--- src/rtl/sys_arr_grid.sv ---
// Weight-stationary ROWS x COLS systolic MAC array with weight-load sequencer,
// input skew, output deskew and valid/ready input handshake. COLS must be >= 2.
// Define SYS_ARR_SAT_EN to saturate every PE accumulation instead of wrapping.
module sys_arr_grid #(
  parameter int ROWS   = 4,
  parameter int COLS   = 4,
  parameter int DATA_W = 8,
  parameter int SUM_W  = 16
) (
  input  logic                   clk,
  input  logic                   reset,
  input  logic                   wload_start,
  input  logic [COLS*DATA_W-1:0] win,
  output logic                   wload_done,
  input  logic                   in_valid,
  output logic                   in_ready,
  input  logic [ROWS*DATA_W-1:0] datain,
  output logic                   out_valid,
  output logic [COLS*SUM_W-1:0]  maccout,
  output logic                   busy
);
  localparam int LAT = ROWS + COLS - 1;
  localparam int CW  = (ROWS > 1) ? $clog2(ROWS) : 1;

  typedef enum logic [0:0] {IDLE = 1'b0, WLOAD = 1'b1} state_t;

  state_t                   state_q, state_d;
  logic [CW-1:0]            cnt_q, cnt_d;
  logic [LAT-1:0]           tok_q, tok_d;
  logic                     out_valid_q, out_valid_d;
  logic [COLS*SUM_W-1:0]    mac_q, mac_d;
  logic signed [DATA_W-1:0] w_q  [ROWS][COLS];
  logic signed [DATA_W-1:0] w_d  [ROWS][COLS];
  logic signed [DATA_W-1:0] ad_q [ROWS][COLS-1];
  logic signed [DATA_W-1:0] ad_d [ROWS][COLS-1];
  logic signed [SUM_W-1:0]  s_q  [ROWS][COLS];
  logic signed [SUM_W-1:0]  s_d  [ROWS][COLS];
  logic signed [DATA_W-1:0] pa   [ROWS][COLS];
  logic signed [DATA_W-1:0] a_in [ROWS];
  logic signed [SUM_W-1:0]  bot  [COLS];
  logic                     xfer;

  function automatic logic signed [SUM_W-1:0] pe_mac(
    input logic signed [SUM_W-1:0]  s,
    input logic signed [DATA_W-1:0] a,
    input logic signed [DATA_W-1:0] w
  );
    logic signed [2*DATA_W-1:0] p;
`ifdef SYS_ARR_SAT_EN
    logic signed [SUM_W:0] t;
    p = a * w;
    t = (SUM_W+1)'(s) + (SUM_W+1)'(p);
    if (t[SUM_W] != t[SUM_W-1]) begin
      pe_mac = t[SUM_W] ? {1'b1, {(SUM_W-1){1'b0}}} : {1'b0, {(SUM_W-1){1'b1}}};
    end else begin
      pe_mac = t[SUM_W-1:0];
    end
`else
    p = a * w;
    pe_mac = s + SUM_W'(p);
`endif
  endfunction

  // FSM state register
  always_ff @(posedge clk or posedge reset) begin
    if (reset) begin
      state_q <= IDLE;
      cnt_q   <= {CW{1'b0}};
    end else begin
      state_q <= state_d;
      cnt_q   <= cnt_d;
    end
  end

  // FSM next state: a load request is only honoured while nothing is in flight
  always_comb begin
    state_d = state_q;
    cnt_d   = cnt_q;
    case (state_q)
      IDLE: begin
        cnt_d = {CW{1'b0}};
        if (wload_start && !busy) state_d = WLOAD;
        else                      state_d = IDLE;
      end
      WLOAD: begin
        if (cnt_q == CW'(ROWS-1)) begin
          state_d = IDLE;
          cnt_d   = {CW{1'b0}};
        end else begin
          cnt_d = cnt_q + CW'(1);
        end
      end
      default: begin
        state_d = IDLE;
        cnt_d   = {CW{1'b0}};
      end
    endcase
  end

  // FSM outputs
  always_comb begin
    in_ready   = (state_q == IDLE) && !wload_start;
    wload_done = (state_q == WLOAD) && (cnt_q == CW'(ROWS-1));
    busy       = (state_q == WLOAD) || (|tok_q);
  end

  assign xfer      = in_valid && in_ready;
  assign out_valid = out_valid_q;
  assign maccout   = mac_q;

  // Weight shift during load, PE grid update, token pipe and output capture
  always_comb begin
    if (state_q == WLOAD) begin
      for (int c = 0; c < COLS; c++) w_d[0][c] = win[c*DATA_W +: DATA_W];
      for (int r = 1; r < ROWS; r++) w_d[r] = w_q[r-1];
    end else begin
      w_d = w_q;
    end
    for (int r = 0; r < ROWS; r++) begin
      pa[r][0] = a_in[r];
      for (int c = 1; c < COLS; c++) pa[r][c] = ad_q[r][c-1];
      for (int c = 0; c < COLS-1; c++) ad_d[r][c] = pa[r][c];
    end
    for (int c = 0; c < COLS; c++) begin
      s_d[0][c] = pe_mac({SUM_W{1'b0}}, pa[0][c], w_q[0][c]);
      for (int r = 1; r < ROWS; r++) s_d[r][c] = pe_mac(s_q[r-1][c], pa[r][c], w_q[r][c]);
    end
    tok_d       = {tok_q[LAT-2:0], xfer};
    out_valid_d = tok_q[LAT-1];
    mac_d       = mac_q;
    if (tok_q[LAT-1]) begin
      for (int c = 0; c < COLS; c++) mac_d[c*SUM_W +: SUM_W] = bot[c];
    end else begin
      mac_d = mac_q;
    end
  end

  // Datapath registers
  always_ff @(posedge clk or posedge reset) begin
    if (reset) begin
      for (int r = 0; r < ROWS; r++) begin
        for (int c = 0; c < COLS; c++) begin
          w_q[r][c] <= {DATA_W{1'b0}};
          s_q[r][c] <= {SUM_W{1'b0}};
        end
        for (int c = 0; c < COLS-1; c++) ad_q[r][c] <= {DATA_W{1'b0}};
      end
      tok_q       <= {LAT{1'b0}};
      out_valid_q <= 1'b0;
      mac_q       <= {(COLS*SUM_W){1'b0}};
    end else begin
      w_q         <= w_d;
      s_q         <= s_d;
      ad_q        <= ad_d;
      tok_q       <= tok_d;
      out_valid_q <= out_valid_d;
      mac_q       <= mac_d;
    end
  end

  for (genvar r = 0; r < ROWS; r++) begin : g_skew
    logic signed [DATA_W-1:0] row_in;
    assign row_in = xfer ? datain[r*DATA_W +: DATA_W] : {DATA_W{1'b0}};
    if (r == 0) begin : g_direct
      assign a_in[r] = row_in;
    end else begin : g_dly
      logic signed [DATA_W-1:0] sk_q [r];
      logic signed [DATA_W-1:0] sk_d [r];
      // Row r enters the grid r cycles late
      always_comb begin
        sk_d[0] = row_in;
        for (int i = 1; i < r; i++) sk_d[i] = sk_q[i-1];
      end
      // Skew line registers
      always_ff @(posedge clk or posedge reset) begin
        if (reset) begin
          for (int i = 0; i < r; i++) sk_q[i] <= {DATA_W{1'b0}};
        end else begin
          sk_q <= sk_d;
        end
      end
      assign a_in[r] = sk_q[r-1];
    end
  end

  for (genvar c = 0; c < COLS; c++) begin : g_deskew
    localparam int D = COLS - 1 - c;
    if (D == 0) begin : g_direct
      assign bot[c] = s_q[ROWS-1][c];
    end else begin : g_dly
      logic signed [SUM_W-1:0] dk_q [D];
      logic signed [SUM_W-1:0] dk_d [D];
      // Earlier columns wait for the last column to finish
      always_comb begin
        dk_d[0] = s_q[ROWS-1][c];
        for (int i = 1; i < D; i++) dk_d[i] = dk_q[i-1];
      end
      // Deskew line registers
      always_ff @(posedge clk or posedge reset) begin
        if (reset) begin
          for (int i = 0; i < D; i++) dk_q[i] <= {SUM_W{1'b0}};
        end else begin
          dk_q <= dk_d;
        end
      end
      assign bot[c] = dk_q[D-1];
    end
  end
endmodule

--- config.mk ---
export PLATFORM = sky130hd
export DESIGN_NAME = sys_arr_grid
export DESIGN_NICKNAME = d
export VERILOG_FILES = /design/src/rtl/sys_arr_grid.sv
export SDC_FILE = /design/constraint.sdc
export NUM_CORES = 2
export LEC_CHECK = 0
export CAP_MARGIN = 40
export CORE_ASPECT_RATIO = 0.9
export CORE_MARGIN = 3
export CORE_UTILIZATION = 50
export CTS_BUF_LIST = sky130_fd_sc_hd__clkbuf_8 sky130_fd_sc_hd__clkbuf_16
export DETAILED_ROUTE_END_ITERATION = 7
export PLACE_DENSITY = 0.67
export SLEW_MARGIN = 10
export SYNTH_ARGS = -nofsm -noshare
export SYNTH_HDL_FRONTEND = slang
export SYNTH_SLANG_ARGS = --single-unit
--- constraint.sdc ---
create_clock -name clk -period 31.9 [get_ports clk]
set_input_delay 7.975 -clock clk [delete_from_list [all_inputs] [get_ports clk]]
set_output_delay 7.975 -clock clk [all_outputs]
set_load 0.02 [all_outputs]
==> metrics.csv <==
stage,metric,value,unit
outcome,status,"complete, no violations",
synth,syn_nets,7490,
final_layout,layout-drive-gt1-share,6.07,%
critical_path,critPathLaunchType,primary input,
sta,finalClockSkew,0.0424,ns
synth,synth_cell_types,51,
sta,timing.fmax,0.0571,GHz
power,pwr-share-clk,13.0,%
synth,synth.most_common_cell,inv_1,
synth,yosys-top-cells-count,"1,271 x inv_1, 1,072 x fa_1, 699 x dfrtp_1",
die,initial_core_util,50.6,%
sta,hold_violations,0,
die,die_w,385,um
critical_path,critical_path_class,primary input to output port,
die,ios,136,
clock_tree,cts_hold_buf,0,
synth,syn_area,64600,um2
synth,synth_top_cell_by_area,fa_1,
grt,grt_start_max_net_pins,120,
final_layout,multi_input_area,42000,um2
route,wl_per_cell,15.5,um
clock_tree,clock_latency,0.69,ns
grt,grt_util_met2,30.5,%
die,fp.dieArea,134000,um2
grt,grt_antenna_before_repair,0,
place,dpl.hpwl,98.3,mm
worst_hold_path,hold_path_class,flop to flop,
critical_path,crit_fanout,34,
final_layout,syn_to_final_growth,9.94,%
die,coreArea,128000,um2
route,initialDrtViolationCount,1573,
clock_tree,cts.path.max_buffers,3,
place,port_buffers,135,
grt,grt_overflow,0,
route,vias,37700,
power,pwr-share-seq,22.2,%
critical_path,crit_slowest_cell,clkdlybuf4s50_1,
run,drv_cap,0,
critical_path,crit_required,23.93,ns
power,total_power,7.74,mW
synth,synth_area_leaders,"fa_1 33%, dfrtp_1 27%, ha_1 11%",
grt,grt_usage,19.2,%
final_layout,seq_area,17500,um2
final_layout,nNetsFinal,7646,
power,p_comb_share,64.7,%
sta,tns,0,ns
final_layout,diodes,0,
die,rows,124,
synth,synth-edff-count,0,
clock_tree,cts_tree,built,
critical_path,cp.arrival,9.55,ns
critical_path,path_delay_family,buffers and inverters,
route,drc,0,
route,wl,120,mm
synth,synthFlopType,dfrtp_1,
synth,ys_seq_elements,699,
die,fp.dieH,347,um
power,p_sw_share,45.2,%
synth,yosysTopAreaCellShare,33.2,%
clock_tree,cts_resized,0,
grt,grt_pass1_vias,41400,
clock_tree,clock-sinks,699,
sta,setup_viol,0,
synth,synth-async-reset-ratio,100,%
sta,hold_ws,0.343,ns
clock_tree,cts_buffers,84,
critical_path,cpMostUsedCell,clkdlybuf4s50_1,
grt,grtUsageMet3,2.80,%
grt,grt_first_pass_wirelength,211,mm
sta,slew_headroom,43.6,%
power,powerDensity,109,nW/um2
final_layout,nFillCells,11000,
route,postRouteAntennaNets,0,
clock_tree,clk_pin_slew_worst_paths,0.06,ns
grt,grtUsageMet1,28.2,%
power,p_switching,3.50,mW
critical_path,crit_buf_inv,3,
synth,yosys_warnings,0,
critical_path,crit_chain,clkdlybuf4s50_1 -> nor2_2 -> buf_4 -> clkdlybuf4s50_1,
sta,period_share,54.9,%
clock_tree,post_cts_buffers,0,
synth,syn_inst,5789,
route,drtPass1Iterations,6,
sta,finalCriticalPeriod,17.53,ns
critical_path,critPathMaxStageDelay,0.67,ns
critical_path,endpoint_kind,output port,
power,power.internal,4.24,mW
sta,tightestPinTransition,0.845,ns
place,gp_congestion,0.826,
clock_tree,root_buffer,clkbuf_16,
grt,grt.busiest_layer,met2,
sta,rsz0062_at_grt,false,
route,routed_via_density,4.89,
sta,slew_violations,0,
synth,synth.yosys.seq_area_share,27.1,%
synth,avgSynthCellArea,11.2,um2
clock_tree,h-tree-depth,3,
power,p_leak,36.3,nW
power,ir_drop,0.0000648,V
## layer usage
metal,share of wire (%),vias up
met2,46,451
met4,1.8,0
li1,-,17900
met5,0,-
met3,3.4,142
met1,48,19300
## registers in the layout, indices dropped and copies added (netlist names), 8 cells and up
signal	cells
a_in	16
ad_d	64
ad_q	32
bot	48
g_deskew.g_dly.dk_d	96
g_deskew.g_dly.dk_q	16
g_skew.g_dly.sk_d	24
g_skew.g_dly.sk_q	8
maccout	64
s_q	192
w_q	128
## power by group through the flow
stage	Combinational [mW]	Sequential [mW]	Clock (mW)
floorplan	3.97	1.53	0
global placement	4.91	1.73	0
detailed placement	5.02	1.74	0
CTS	5.09	1.73	1.05
global route	5.82	1.78	1.08
finish	5.01	1.72	1.01
## metrics by stage
step | util (%) | setup WS, ns | instances | area (um2)
global route | 55.7 | 14.32 | 7717 | 71100
floorplan | - | 4.32 | 5789 | 64600
CTS | 55.6 | 14.39 | 7715 | 71000
finish | 55.7 | 14.37 | 7717 | 71100
detailed placement | 53.3 | 14.40 | 7558 | 68000
global placement | 53.2 | 14.40 | 7554 | 67900
## final timing paths
kind	endpoint	cells after the start	startpoint	slack [ns]
setup / recovery	in_ready	4	wload_start	14.37
hold / removal	g_deskew[0].g_dly.dk_d[11]	0	g_deskew[0].g_dly.dk_d[27]	0.34
setup reg to reg	s_q[255]	21	state_q	25.49
hold reg to reg	g_deskew[0].g_dly.dk_d[11]	0	g_deskew[0].g_dly.dk_d[27]	0.34
max in group asynchronous	w_q[93]	7	reset	20.81
min in group asynchronous	maccout[18]	2	reset	7.85
## area by class of cell
type | instances | share of cell area, %
Inverter | 1276 | 6.75
Timing Repair Buffer | 156 | 2.27
Clock inverter | 61 | 1.02
Clock buffer | 96 | 3.19
Multi-Input combinational cell | 3728 | 59.2
Sequential cell | 699 | 24.6
Tap cell | 1701 | 2.99
## layout by cell type, fill, tap and decap left out, drive strengths merged, types with 10 or more instances in the layout
| cell type | instances |
|---|---|
| a211oi | 24 |
| inv | 1293 |
| buf | 21 |
| o21ai | 85 |
| o21bai | 21 |
| clkinv | 26 |
| bufinv | 11 |
| xor2 | 49 |
| nor2 | 165 |
| o31ai | 18 |
| and2 | 538 |
| o41ai | 11 |
| fa | 1072 |
| xnor2 | 259 |
| dfrtp | 699 |
| nand2b | 65 |
| clkdlybuf4s50 | 135 |
| ha | 561 |
| nand2 | 362 |
| o21a | 30 |
| nor2b | 10 |
| a21oi | 85 |
| nor3 | 24 |
| and3 | 75 |
| a21o | 33 |
| mux2 | 178 |
| clkbuf | 96 |
| a2111oi | 13 |
## kinds of logic after synthesis
family,Yosys count,synth area share [%]
buffers and inverters,1362,7.91
adders and majority gates,1633,44.1
xor gates and xnor gates,308,4.17
and+or+nand+nor,1256,10.1
AOI/OAI and AO/OA,353,3.64
DFF,699,27.1
muxes,178,3.10
Power figures use the tool's default switching activity.
